--- src/rtl/cla_iterative_addsub_ctrl_pkg.sv ---
// cla_pkg: shared slice width and sequencer state encoding
package cla_pkg;
  localparam int SLICE_W = 4;
  typedef enum logic [1:0] {IDLE, RUN, DONE} addsub_state_t;
endpackage

--- src/rtl/cla_iterative_addsub_ctrl_slice.sv ---
// cla_slice_4: combinational 4-bit generate/propagate carry-lookahead adder slice
module cla_slice_4
  import cla_pkg::*;
(
  input  logic [SLICE_W-1:0] A,
  input  logic [SLICE_W-1:0] B,
  input  logic               c_in,
  output logic [SLICE_W-1:0] S,
  output logic               c_out
);
  logic [SLICE_W-1:0] g, p, c;
  always_comb begin
    g = A & B;
    p = A ^ B;
    c[0] = c_in;
    c[1] = g[0] | (p[0] & c_in);
    c[2] = g[1] | (p[1] & g[0]) | (p[1] & p[0] & c_in);
    c[3] = g[2] | (p[2] & g[1]) | (p[2] & p[1] & g[0]) | (p[2] & p[1] & p[0] & c_in);
    c_out = g[3] | (p[3] & g[2]) | (p[3] & p[2] & g[1]) | (p[3] & p[2] & p[1] & g[0])
          | (p[3] & p[2] & p[1] & p[0] & c_in);
    S = p ^ c;
  end
endmodule

--- src/rtl/cla_iterative_addsub_ctrl.sv ---
// cla_iterative_addsub_ctrl: nibble-serial add/subtract through one shared CLA slice, valid/ready on both sides
module cla_iterative_addsub_ctrl
  import cla_pkg::*;
#(
  parameter int WIDTH = 32
) (
  input  logic             clk,
  input  logic             rst,
  input  logic             in_valid,
  output logic             in_ready,
  input  logic [WIDTH-1:0] a,
  input  logic [WIDTH-1:0] b,
  input  logic             sub,
  output logic             out_valid,
  input  logic             out_ready,
  output logic [WIDTH-1:0] sum,
  output logic             cout,
  output logic             ovf,
  output logic             zero
);
  localparam int NN = WIDTH / SLICE_W;
  localparam int CW = (NN > 1) ? $clog2(NN) : 1;
  if ((WIDTH % SLICE_W) != 0 || WIDTH < 8) begin : g_bad_width
    $error("WIDTH must be a multiple of 4 and >= 8");
  end
  addsub_state_t state_q, state_d;
  logic [CW-1:0] cnt_q, cnt_d;
  logic [WIDTH-1:0] opa_q, opa_d, opb_q, opb_d, sum_q, sum_d, sum_nx;
  logic carry_q, carry_d, cout_q, cout_d, ovf_q, ovf_d, zero_q, zero_d;
  logic [SLICE_W-1:0] s;
  logic c_out, last;
  cla_slice_4 u_slice (
    .A    (opa_q[SLICE_W-1:0]),
    .B    (opb_q[SLICE_W-1:0]),
    .c_in (carry_q),
    .S    (s),
    .c_out(c_out)
  );
  always_ff @(posedge clk or posedge rst) begin
    if (rst) state_q <= IDLE;
    else state_q <= state_d;
  end
  always_comb begin
    last = cnt_q == CW'(NN - 1);
    state_d = state_q == IDLE ? (in_valid ? RUN : IDLE)
            : state_q == RUN  ? (last ? DONE : RUN)
            : (out_ready ? IDLE : DONE);
  end
  always_comb begin
    in_ready = state_q == IDLE;
    out_valid = state_q == DONE;
    sum = sum_q;
    cout = cout_q;
    ovf = ovf_q;
    zero = zero_q;
  end
  always_comb begin
    sum_nx = {s, sum_q[WIDTH-1:SLICE_W]};
    opa_d = opa_q;
    opb_d = opb_q;
    sum_d = sum_q;
    carry_d = carry_q;
    cnt_d = cnt_q;
    cout_d = cout_q;
    ovf_d = ovf_q;
    zero_d = zero_q;
    if (state_q == IDLE && in_valid) begin
      opa_d = a;
      opb_d = sub ? ~b : b;
      carry_d = sub;
      cnt_d = '0;
    end else if (state_q == RUN) begin
      opa_d = opa_q >> SLICE_W;
      opb_d = opb_q >> SLICE_W;
      sum_d = sum_nx;
      carry_d = c_out;
      cnt_d = last ? cnt_q : cnt_q + CW'(1);
      if (last) begin
        cout_d = c_out;
        ovf_d = (opa_q[SLICE_W-1] ~^ opb_q[SLICE_W-1]) & (s[SLICE_W-1] ^ opa_q[SLICE_W-1]);
        zero_d = sum_nx == '0;
      end
    end
  end
  always_ff @(posedge clk or posedge rst) begin
    if (rst) begin
      opa_q <= '0;
      opb_q <= '0;
      sum_q <= '0;
      carry_q <= 1'b0;
      cnt_q <= '0;
      cout_q <= 1'b0;
      ovf_q <= 1'b0;
      zero_q <= 1'b0;
    end else begin
      opa_q <= opa_d;
      opb_q <= opb_d;
      sum_q <= sum_d;
      carry_q <= carry_d;
      cnt_q <= cnt_d;
      cout_q <= cout_d;
      ovf_q <= ovf_d;
      zero_q <= zero_d;
    end
  end
endmodule

--- config.mk ---
export PLATFORM = sky130hd
export DESIGN_NAME = cla_iterative_addsub_ctrl
export DESIGN_NICKNAME = d
export VERILOG_FILES = /design/src/rtl/cla_iterative_addsub_ctrl_pkg.sv /design/src/rtl/cla_iterative_addsub_ctrl_slice.sv /design/src/rtl/cla_iterative_addsub_ctrl.sv
export SDC_FILE = /design/constraint.sdc
export NUM_CORES = 1
export LEC_CHECK = 0
export ABC_AREA = 1
export CAP_MARGIN = 20
export CORE_MARGIN = 2
export CORE_UTILIZATION = 56
export DETAILED_ROUTE_END_ITERATION = 8
export PLACE_DENSITY = 0.86
export SYNTH_ARGS = -nofsm -noshare
export SYNTH_HDL_FRONTEND = slang
export SYNTH_HIERARCHICAL = 1
export SYNTH_SLANG_ARGS = --single-unit
--- constraint.sdc ---
create_clock -name clk -period 5.6 [get_ports clk]
set_input_delay 1.4 -clock clk [delete_from_list [all_inputs] [get_ports clk]]
set_output_delay 1.4 -clock clk [all_outputs]
set_load 0.05 [all_outputs]
==> results of run 1 <==
stage by stage:
| stage | total power [mW] | std cells |
|---|---|---|
| 2_1_floorplan | 2.84 | 571 |
| 6_report | 3.74 | 771 |
| 5_1_grt | 4.05 | 771 |
| 3_5_place_dp | 3.30 | 755 |
| 3_3_place_gp | 3.20 | 755 |
| 4_1_cts | 3.76 | 771 |
synth_stat cells (all sizes together) (2+ instances only):
cell,instances
o211ai,4
nand4,2
nand2,128
xnor2,4
clkbuf,10
o221ai,25
o21ai,102
nand3,19
buf,24
ha,6
xor2,29
inv,79
dfrtp,105
nor2,23
a21oi,2
o22ai,4
power groups by stage:
stage / registers, mW / logic, mW / clock network, mW
3_3_place_gp: 1.30 / 1.90 / 0
3_5_place_dp: 1.31 / 1.99 / 0
6_report: 1.30 / 1.99 / 0.452
2_1_floorplan: 1.62 / 1.22 / 0
4_1_cts: 1.30 / 2.00 / 0.462
5_1_grt: 1.33 / 2.22 / 0.497
how the worst max path moves through the flow:
stage,depth (start not counted),start,to
after detailed placement,4,in_valid,opa_q[14]
after floorplan,1,rst,carry_q
after global placement,4,in_valid,opa_q[21]
after CTS,2,state_q[0],in_ready
after global routing,2,state_q[0],in_ready
final,2,state_q[0],in_ready
cells in the final DEF, fill, tap and decap left out, types with 4 or more instances in the layout:
cell / Yosys / layout
o21ai_2: 9 / 9
nand3_1: 19 / 19
inv_1: 78 / 77
xnor2_1: 4 / 4
o211ai_1: 4 / 4
dfrtp_1: 105 / 105
o21ai_0: 91 / 91
ha_1: 6 / 6
o221ai_1: 18 / 18
nand2_1: 123 / 123
o22ai_2: 4 / 4
nor2_1: 22 / 22
clkdlybuf4s50_1: 0 / 104
clkbuf_8: 0 / 9
o221ai_2: 7 / 7
xor2_1: 29 / 29
state kept, by name, summed over array words and instances, names as in the netlist:
name,flops
opa_q,32
opb_q,32
sum,32
cnt_q,3
state_q,2
carry_q,1
cout,1
ovf,1
zero,1
worst max-delay path: stages, from the launching register on:
cell	delay [ps]
dfrtp_1	450
nor2_4	190
clkdlybuf4s50_1	840
cell families after synthesis:
family                   after synthesis  synth area share [%]
flip-flops                           105                  50.9
XOR/XNOR                              33                  5.60
AO/OA/AOI/OAI                        139                  17.7
adder cells (fa/ha/maj)                7                  1.84
AND/OR/NAND/NOR                      173                  14.0
buffers and inverters                113                  9.81
multiplexers                           1                 0.194
cell type report:
| class | count | area [sq um] | area share [%] |
|---|---|---|---|
| Clock buffer | 11 | 131 | 2.07 |
| Timing Repair Buffer | 107 | 1060 | 16.7 |
| Sequential cell | 105 | 2630 | 41.4 |
| Multi-Input combinational cell | 353 | 2030 | 32.0 |
| Inverter | 79 | 299 | 4.71 |
| Tap cell | 111 | 139 | 2.19 |
| Clock inverter | 5 | 56.3 | 0.887 |
routing by layer:
metal / vias to the layer above / wire (um) / track usage (%)
met5: - / 0 / 0
met4: 0 / 64 / 2.63
met3: 7 / 466 / 4.53
met2: 99 / 5510 / 39.7
met1: 1976 / 4480 / 28.4
li1: 2012 / - / -
==> results.json, run 1 <==
{
  "path_class": "reg2out",
  "htree_levels": 3,
  "path_clk_slew_ps": 90,
  "crit_arrival_ps": 1840,
  "die-area_sq_um": 10000,
  "wl_per_cell_um": 13.6,
  "min-delay-start": "sum[3]",
  "antenna_found_initial": 0,
  "timing.hold.ws_ps": 490,
  "ys_ff_latch": 105,
  "report.final.hold_viol_count": 0,
  "p_int_mw": 1.99,
  "routed_wl_um": 10500,
  "area_delta_synth_final_pct": 22.8,
  "first_pass_iters": 5,
  "status": "completed",
  "cts_hold_buf": 0,
  "drive_gt1_share_pct": 6.82,
  "finalSetupTns_ps": 0,
  "p_switching_mw": 1.75,
  "cts.sinks": 105,
  "vias": 4094,
  "cts-buffers-inserted": 9,
  "track_usage_pct": 22.0,
  "seqPwrFrac_pct": 34.6,
  "grt_max_degree": 104,
  "io_buffers": 105,
  "fin_crit_sh_pct": 57.8,
  "syn_inst": 571,
  "grt_remaining_overflow": 0,
  "placed_area_sq_um": 6160,
  "netlist_area_sq_um": 5160,
  "maxSlewHeadroom_pct": 35.3,
  "rsz0062_at_grt": "no",
  "fin_skew_ps": 9.59,
  "maxSlewViolCount": 0,
  "postCtsSetupBuffers": 0,
  "cts_resized": 0,
  "drc": 0,
  "die_x_um": 100,
  "finalNetCount": 731,
  "antennaDiodeCount": 0,
  "critPathLaunchType": "register",
  "dp_hpwl_um": 7210,
  "avgSynthCellArea_sq_um": 9.05,
  "yosysTopAreaCellShare_pct": 50.9,
  "yosysWarnings": 6,
  "io_pins": 106,
  "routed_via_density": 5.31,
  "start_util_pct": 56.7,
  "clockPowerShare_pct": 12.1,
  "combPwrFrac_pct": 53.3,
  "syn-num-nets": 647,
  "place_ws_ps": 2390,
  "rr_worst_depth": 7,
  "setup_viol": 0,
  "hold-path-endpoint": "sum[3]",
  "fin_util_pct": 69.7,
  "p_leak_nw": 2.91,
  "ff2ff_setup_slack_ps": 3610,
  "required_ps": 4200,
  "first_global_vias": 3907,
  "ant_nets": 0,
  "tritoncts": "yes",
  "yosysTopAreaCell": "dfrtp_1",
  "synthTopCellsByArea": "dfrtp_1 51%, nand2_1 8.9%, o21ai_0 8.8%, inv_1 5.7%, xor2_1 4.9%",
  "synth_seq_area_share_pct": 50.9,
  "r2r_end": "zero",
  "fp-row-count": 35,
  "fillers": 731,
  "fin_area_sq_um": 6340,
  "p_per_area_nw_per_um2": 590,
  "yosysUniqueCellTypes": 33,
  "grt_pass1_wl_um": 17900,
  "synth-edff-count": 0,
  "min_path_type": "reg2reg",
  "tightest_slew_ps": 971,
  "r2r_start": "state_q[1]",
  "whs_path_depth": 2,
  "vdd_drop_max_mv": 0.370,
  "clock_path_buffers": 2,
  "ys.flop_type": "dfrtp_1",
  "post-route-min-period_ps": 3240,
  "timing.final.ws_setup_ps": 2360,
  "critPathMaxFanout": 3,
  "switching_share_pct": 46.8,
  "die_h_um": 100,
  "root_buffer": "clkbuf_8",
  "async_flop_share_pct": 100,
  "drt_iter0_markers": 237,
  "fmax_mhz": 309,
  "coreArea_sq_um": 9110,
  "drv_cap": 0,
  "gp_congestion": 0.851,
  "worstSkewPairLatency_ps": 350,
  "cp-end-kind": "output pin"
}
(Power assumes the default switching activity.)
==> run 2, diff against run 1 <==
- CORE_UTILIZATION: 56 -> 47
- PLACE_DENSITY: 0.86 -> 0.77
- clock period: 5.6 -> 2.7 ns (I/O delays scaled with it)
==> results.json, run 2 (same netlist as run 1, synthesis figures left out) <==
{
  "final_cell_mix": "123 x nand2_1, 105 x dfrtp_1, 104 x clkdlybuf4s50_1",
  "r2r_start": "opa_q[2]",
  "die_x_um": 109,
  "wl_per_cell_um": 13.2,
  "maxSlewViolCount": 0,
  "finalNetCount": 737,
  "p_per_area_nw_per_um2": 1220,
  "rsz0062_at_grt": "no",
  "fin_area_sq_um": 6470,
  "coreArea_sq_um": 10800,
  "min-delay-start": "cout",
  "drt_iter0_markers": 199,
  "fmax_mhz": 397,
  "cts_resized": 0,
  "ant_nets": 0,
  "finalSetupTns_ps": 0,
  "crit_arrival_ps": 1840,
  "htree_levels": 3,
  "cts.sinks": 105,
  "routed_via_density": 5.06,
  "cp-end-kind": "output pin",
  "start_util_pct": 47.9,
  "cts_hold_buf": 0,
  "routed_wl_um": 10700,
  "post-route-min-period_ps": 2520,
  "p_leak_nw": 2.96,
  "root_buffer": "clkbuf_8",
  "io_buffers": 105,
  "maxSlewHeadroom_pct": 62.5,
  "cts-buffers-inserted": 9,
  "clock_path_buffers": 2,
  "die-area_sq_um": 11800,
  "required_ps": 2030,
  "layout_commonest_cell": "nand2_1",
  "timing.hold.ws_ps": 492,
  "fp-row-count": 38,
  "setup_viol": 0,
  "status": "completed",
  "vdd_drop_max_mv": 0.642,
  "die_h_um": 109,
  "first_pass_iters": 4,
  "io_pins": 106,
  "area_delta_synth_final_pct": 25.3,
  "fin_crit_sh_pct": 93.2,
  "antenna_found_initial": 0,
  "tightest_slew_ps": 563,
  "drv_cap": 0,
  "first_global_vias": 3908,
  "fin_skew_ps": 11.7,
  "finalNonFillerCells": 806,
  "grt_pass1_wl_um": 17900,
  "grt_max_degree": 68,
  "dp_hpwl_um": 7510,
  "drc": 0,
  "min_path_type": "reg2reg",
  "grt_remaining_overflow": 0,
  "path_clk_slew_ps": 100,
  "report.final.hold_viol_count": 0,
  "path_class": "reg2out",
  "tritoncts": "yes",
  "vias": 4076,
  "critPathMaxFanout": 3,
  "crit_start": "state_q[0]",
  "gp_congestion": 0.783,
  "critPathLaunchType": "register",
  "placed_area_sq_um": 6260,
  "dp_cells": 790,
  "postCtsSetupBuffers": 0,
  "worstSkewPairLatency_ps": 370,
  "track_usage_pct": 19.3,
  "drive_gt1_share_pct": 7.96,
  "antennaDiodeCount": 0
}
==> run 2: per-stage QoR <==
| step | util [%] | setup slack, ps | total power [mW] |
|---|---|---|---|
| detailed placement | 58.0 | 415 | 6.93 |
| CTS | 60.0 | 149 | 7.96 |
| floorplan | - | 765 | 5.89 |
| global route | 60.0 | 109 | 8.55 |
| finish | 60.0 | 183 | 7.89 |
| global placement | 58.0 | 513 | 6.74 |
==> run 2: path summary, 6_finish.rpt <==
check	endpoint	slack, ps	cells past startpoint
worst max-delay path	in_ready	180	2
worst min-delay path	cout	490	2
worst max register to register	zero	940	11
worst min register to register	cout	490	2
max in group asynchronous	sum[29]	1530	3
min in group asynchronous	state_q[1]	740	3
==> run 2: final cells by class <==
| class | count | area [sq um] |
|---|---|---|
| Clock buffer | 10 | 138 |
| Clock inverter | 6 | 70.1 |
| Fill cell | 959 | 4320 |
| Inverter | 79 | 300 |
| Multi-Input combinational cell | 353 | 2030 |
| Sequential cell | 105 | 2630 |
| Tap cell | 140 | 175 |
| Timing Repair Buffer | 113 | 1130 |
==> run 2: critical path: stages (launching register included) <==
cell	delay, ps
dfrtp_1	460
nor2_4	190
clkdlybuf4s50_1	830
==> run 2: report_power, final <==
group	internal, mW	switching (mW)
logic	1.46	2.73
clock network	0.466	0.551
registers	2.29	0.391
==> run 2: metal layers <==
metal	vias up	wire length, um	GRT usage [%]
met5	-	0	0
met4	0	152	6.50
met3	13	558	4.30
met2	114	5330	32.8
met1	1921	4620	24.3
li1	2028	-	-
